==> src/rtl/work_loader_pkg.sv <==
// Shared types and constants for the SHA-256 work loader: job layout, word count and run state.
package work_loader_pkg;

   localparam int unsigned WORDS_PER_JOB  = 11;
   localparam int unsigned MIDSTATE_WORDS = 8;
   localparam int unsigned TAIL_WORDS     = WORDS_PER_JOB - MIDSTATE_WORDS;
   localparam int unsigned COUNT_W        = 4;

   typedef logic [31:0]        word_t;
   typedef logic [COUNT_W-1:0] count_t;

   localparam count_t LAST_IDX = count_t'(WORDS_PER_JOB - 1);

   typedef struct packed {
      word_t [MIDSTATE_WORDS-1:0] midstate;
      word_t [TAIL_WORDS-1:0]     tail;
   } job_t;

   typedef enum logic [0:0] {
      StIdle,
      StRun
   } run_state_e;

endpackage

==> src/rtl/work_loader.sv <==
// Collects an 11-word mining job into a shadow buffer and commits it atomically to the outputs.
module work_loader
   import work_loader_pkg::*;
(
   input  logic        clk,
   input  logic        rst,
   input  logic [31:0] data,
   input  logic        ready,
   input  logic        done,
   output logic [31:0] a,
   output logic [31:0] b,
   output logic [31:0] c,
   output logic [31:0] d,
   output logic [31:0] e,
   output logic [31:0] f,
   output logic [31:0] g,
   output logic [31:0] h,
   output logic [31:0] w0,
   output logic [31:0] w1,
   output logic [31:0] w2,
   output logic        start,
   output logic        running,
   output logic        pending
);

   count_t     count_q, count_d;
   word_t      shadow_q [WORDS_PER_JOB];
   job_t       job_q, job_d;
   logic       start_q, start_d;
   run_state_e state_q, state_d;
   logic       commit;

   assign commit = ready && (count_q == LAST_IDX);

   // Word counter: advances only on accepted words, wraps to 0 on commit.
   always_comb begin
      count_d = count_q;
      if (ready) begin
         count_d = commit ? '0 : count_q + 1'b1;
      end
   end

   always_ff @(posedge clk) begin
      if (rst) begin
         count_q <= '0;
      end else begin
         count_q <= count_d;
      end
   end

   // Shadow contents are don't-care after reset, so it carries no reset.
   always_ff @(posedge clk) begin
      if (ready && !commit) begin
         shadow_q[count_q] <= data;
      end
   end

   // Commit takes words 0..9 from the shadow and the final word straight from the link.
   always_comb begin
      job_d   = job_q;
      start_d = commit;
      if (commit) begin
         for (int i = 0; i < MIDSTATE_WORDS; i++) begin
            job_d.midstate[i] = shadow_q[i];
         end
         for (int i = 0; i < TAIL_WORDS - 1; i++) begin
            job_d.tail[i] = shadow_q[MIDSTATE_WORDS + i];
         end
         job_d.tail[TAIL_WORDS-1] = data;
      end
   end

   always_ff @(posedge clk) begin
      if (rst) begin
         job_q   <= '0;
         start_q <= 1'b0;
      end else begin
         job_q   <= job_d;
         start_q <= start_d;
      end
   end

   // Run-state FSM: state register.
   always_ff @(posedge clk) begin
      if (rst) begin
         state_q <= StIdle;
      end else begin
         state_q <= state_d;
      end
   end

   // Run-state FSM: next state; a commit outranks a same-edge done.
   always_comb begin
      state_d = state_q;
      unique case (state_q)
         StIdle: begin
            if (commit) state_d = StRun;
         end
         StRun: begin
            if (commit)    state_d = StRun;
            else if (done) state_d = StIdle;
         end
         default: state_d = StIdle;
      endcase
   end

   // Run-state FSM: outputs.
   always_comb begin
      running = (state_q == StRun);
   end

   assign pending = (count_q != '0);
   assign start   = start_q;

   assign a  = job_q.midstate[0];
   assign b  = job_q.midstate[1];
   assign c  = job_q.midstate[2];
   assign d  = job_q.midstate[3];
   assign e  = job_q.midstate[4];
   assign f  = job_q.midstate[5];
   assign g  = job_q.midstate[6];
   assign h  = job_q.midstate[7];
   assign w0 = job_q.tail[0];
   assign w1 = job_q.tail[1];
   assign w2 = job_q.tail[2];

endmodule

==> config.mk <==
export PLATFORM = sky130hd
export DESIGN_NAME = work_loader
export DESIGN_NICKNAME = d
export VERILOG_FILES = /design/src/rtl/work_loader_pkg.sv /design/src/rtl/work_loader.sv
export SDC_FILE = /design/constraint.sdc
export NUM_CORES = 1
export LEC_CHECK = 0
export ABC_AREA = 1
export CAP_MARGIN = 40
export CORE_ASPECT_RATIO = 0.6
export CORE_MARGIN = 2
export CORE_UTILIZATION = 46
export CTS_CLUSTER_DIAMETER = 50
export DETAILED_ROUTE_END_ITERATION = 12
export DONT_BUFFER_PORTS = 1
export PLACE_DENSITY = 0.62
export SYNTH_ARGS = -nofsm -noshare
export SYNTH_HDL_FRONTEND = slang
export SYNTH_SLANG_ARGS = --single-unit
==> constraint.sdc <==
create_clock -name clk -period 4.7 [get_ports clk]
set_clock_uncertainty 0.05 [all_clocks]
set_input_delay 1.175 -clock clk [delete_from_list [all_inputs] [get_ports clk]]
set_output_delay 1.175 -clock clk [all_outputs]
set_load 0.05 [all_outputs]
-- Yosys cells after proc, flatten, opt, wreduce, memory -nomap -nowiden
Memory sizes are Yosys's and may differ from the RTL's. A register that Yosys moved wholly into a read port is not among the register bits.
Cells that the tools add are included.
- register bits after elaboration: 38
- bits in latches: 0
- memory bits (writable): 352
- memory bits (read-only): 0
- bits of input ports: 36
- output and inout port bits: 355
- word-level logic and storage cells: 19
- memories kept: 1
- add/subtract/negate cells: 1
- multiply operators: 0
- divide/modulo/power cells: 0
- magnitude comparators: 0
- eq/ne operators: 1
- shift operators: 0
- multiplexer cells: 7
- bitwise operators: 1
- reduce and logical (&&, ||, !) cells: 4
- memory list (memory ; words ; width ; read ports ; clocked after memory_dff ; wr ports ; line ; RTL):
    shadow_q ; 11 ; 32 ; 10 ; 10 ; 1 ; work_loader.sv:27 ; word_t shadow_q [WORDS_PER_JOB];
- operator list (kind ; number):
    $mux W1 ; 5
    $add A4 B1 Y4 const B ; 1
    $eq A4 B4 Y1 const B ; 1
    $mux W4 ; 1
    $reduce_bool A4 Y1 ; 1
    $logic_and A1 B1 Y1 ; 2
    $pmux W1 S2 ; 1
    $logic_not A1 Y1 ; 1
    $not A1 Y1 ; 1

-- Longest topological paths before layout
- depth after elaboration: 6
- mapped depth: 11
- mapped depth without buffers: 8

-- Least setup slack after synthesis
No wires, ideal clock.
- kind: input port to flip-flop
- from: input port ready
- to: memory shadow_q[6][0] (netlist name), enable pin
- setup time: 421 ps
- arrival: 2634 ps
- required time: 4229 ps
- setup slack: 1595 ps
- stages on the path: 2
- path buffers: 0
- cells stage by stage: nand2_1 -> nor2_1
- cells in the longest elaborated chain, start to end: 5
- ends and longest elaborated chain (what ; line ; RTL):
    from (decl) ; work_loader.sv:8 ; input logic ready,
    $logic_and A1 B1 Y1 ; work_loader.sv:33 ; assign commit = ready && (count_q == LAST_IDX);
    $logic_not A1 Y1 ; work_loader.sv:53 ; if (ready && !commit) begin
    $logic_and A1 B1 Y1 * ; work_loader.sv:53 ;
    $mux W1 * ; work_loader.sv:53 ;
    $mux W1 (implied by the code) * ; work_loader.sv:54 ; shadow_q[count_q] <= data;
    to (decl) ; work_loader.sv:27 ;
Every way passes the cells marked *; elsewhere a longest branch is shown, timed or not.

-- Worst setup path after layout
- from: register count_q[0]
- to: output port pending
- cells in the longest elaborated chain, start to end: 1
- ends and longest elaborated chain (what ; line ; RTL):
    from (decl) ; work_loader.sv:26 ; count_t count_q, count_d;
    from (signal assigned) ; work_loader.sv:47 ; count_q <= count_d;
    $reduce_bool A4 Y1 ; work_loader.sv:112 ; assign pending = (count_q != '0);
    to (decl) ; work_loader.sv:23 ; output logic pending
No other way between the ends.

==> results.tsv <==
metric	value	unit
CTS resizes	0	
final setup fails	0	
I/O pin total	391	
P&R area growth vs syn	12.5	%
Max-slew headroom	50.5	%
Synth Flop Type	dfxtp_1	
FF-to-FF Start	count_q[0]	
PD cells	460	nW/um^2
Critical Path AT	1.70	ns
via count	12500	
fin util	52.3	%
TritonCTS clock tree	done	
r2r setup slk	2.20	ns
Syn Inst Count	1872	
final wirelength	51100	um
GR Overflow Total	0	
post-DR vias/cell	4.88	
Placed Cells	2445	
critical path startpoint	count_q[0]	
DIE AREA	48500	um^2
Critical Path RT	3.47	ns
slowest cell on the critical path	nand2_1	
Synth Area per Inst	11.5	um^2
peak fanout along the critical path	4	
CTS max path bufs	3	
number of H-tree branching levels	2	
antenna violations before repair	0	
Nets	1916	
Setup TNS	0	ns
PortBufs	0	
GPL Wtd Cong	0.785	
root buffer cell	clkbuf_16	
Avg WL per Cell	20.0	um
Peak VDD IR	315	uV
RSZ-0062 raised after global routing	false	
initial cell density of the core	46.5	%
MaxCap Viol Count	0	
Worst-Margin Slew	0.741	ns
Hold Path Class	flip-flop to flip-flop	
DR iter-0 viols	871	
antenna-violating nets left	0	
period utilization	62.2	%
layout cells sized above 1	6.65	%
# hold bufs at CTS	0	
die width	283	um
Yosys cell types	18	
synthesized area	21500	um^2
Worst-Skew Late Latency	0.58	ns
Die Ht	171	um
DR pass1 iterations	5	
clock sink count	678	
dpl hpwl	32000	um
most numerous cell in the Yosys netlist	nand2_1	
Reg2Reg Depth	8	
CP max stage delay	0.39	ns
post-synth top area cell	edfxtp_1	
row cnt	61	
vias in the first global route	12100	
Syn Nets	1912	
#FFs+latches synth	678	
final hold vios	0	
dominant cells by area after synthesis	edfxtp_1, dfxtp_1, nand2_1	
gr usage total	20.5	%
Fmax	0.342	GHz
Synth top cells by count	nand2_1, dfxtp_1, edfxtp_1	
Pleak	9.96	nW
Final Max Slew Viols	0	
DRC violation count after routing	0	
CTS buffer count	59	
largest net degree at the start of global routing	132	
worst path cell trace	inv_1 > ha_1 > nand2_1	
Placeable Area	46200	um^2
register area share after synthesis	78.1	%
Post-CTS Setup Inserts	0	
status	finished, final reports clean	
RR Endpoint	e[10]	
share of flip-flops with an asynchronous set or reset	0	%
first-pass GRT wire length	75200	um
Ys Warns	0	
Hold WS	0.385	ns
Post-synth EDFFs	320	
min Tclk post-route	2.92	ns
post-synth top area share	44.7	%
CP Launch Type	flip-flop	
clock slew at the register clock pins of the worst setup and hold paths	0.06	ns
Worst setup EP type	output port	
type of the worst setup path	flip-flop to output port	
Setup crit end	pending	
Final Instance Count excl. Fillers	2555	
-- worst min-delay path by stage --
stage	from	endpoint	slack [ns]	cells after the start
2_1_floorplan	shadow_q[0][23]	a[23]	0.37	2
3_5_place_dp	shadow_q[4][7]	e[7]	0.38	2
6_report	shadow_q[9][9]	w1[9]	0.38	2
3_3_place_gp	shadow_q[1][20]	b[20]	0.37	2
4_1_cts	shadow_q[4][7]	e[7]	0.39	2
5_1_grt	shadow_q[7][18]	h[18]	0.40	2
-- registers in the layout (all words and copies together), names as in the netlist, 32 cells and up --
name and count:
w1 32, w0 32, f 32, g 32, w2 32, e 32
h 32, c 32, b 32, shadow_q 320, a 32, d 32
-- cell type report --
type	count	area, um^2
Sequential cell	678	16800
Inverter	15	56.3
Timing Repair Buffer	21	355
Tap cell	630	788
Clock buffer	87	1770
Fill cell	3934	22000
Multi-Input combinational cell	1101	4250
Clock inverter	22	164
Antenna cell	1	2.50
-- logic make-up after synthesis --
kind of cell,share of synthesized area (%)
AND/OR/NAND/NOR,19.1
flip-flops,78.1
buffers and inverters,2.37
AO/OA/AOI/OAI,0.0932
adder cells (fa/ha/maj),0.233
XOR/XNOR,0.0408
-- power by group --
part	leakage [nW]	internal (mW)	switching (mW)
clock network	0.948	2.66	2.09
logic	3.23	0.0222	0.0976
registers	5.78	6.23	0.0118
-- metal layers --
metal  global-route usage, %  wire length [um]  up-vias
li1                        -                 -     5983
met1                    27.4             22300     6026
met2                    32.3             23300      380
met3                    6.68              4270       90
met4                    5.39              1210        0
met5                       0                 0        -
-- critical path: cells and delay by family (launching register included) --
family	cells	cell delay, ns
adders and majority gates	1	0.25
buffers and inverters	1	0.10
DFF	1	0.38
and+or+nand+nor	1	0.39
-- stage by stage --
step	setup WS [ns]	area [um^2]	total power [mW]
6_report	1.78	24200	11.1
5_1_grt	1.68	24200	11.5
4_1_cts	1.75	24200	11.2
3_5_place_dp	1.78	22200	6.49
3_3_place_gp	1.82	22100	6.48
2_1_floorplan	1.60	21500	6.45
-- cell usage in the layout (no fill, tap or decap), types with 2 or more instances in the layout --
cell type,instances
clkinvlp_4,2
clkinv_4,3
clkbuf_16,62
ha_1,4
buf_16,3
nand2_1,1070
nand3_1,6
clkinv_1,5
dfxtp_1,358
nor2_4,8
inv_1,9
buf_12,11
a21oi_1,3
inv_2,6
nor2_1,6
inv_6,2
clkinv_2,8
buf_4,7
clkbuf_1,13
clkbuf_8,12
edfxtp_1,320
(Power assumes the default switching activity.)
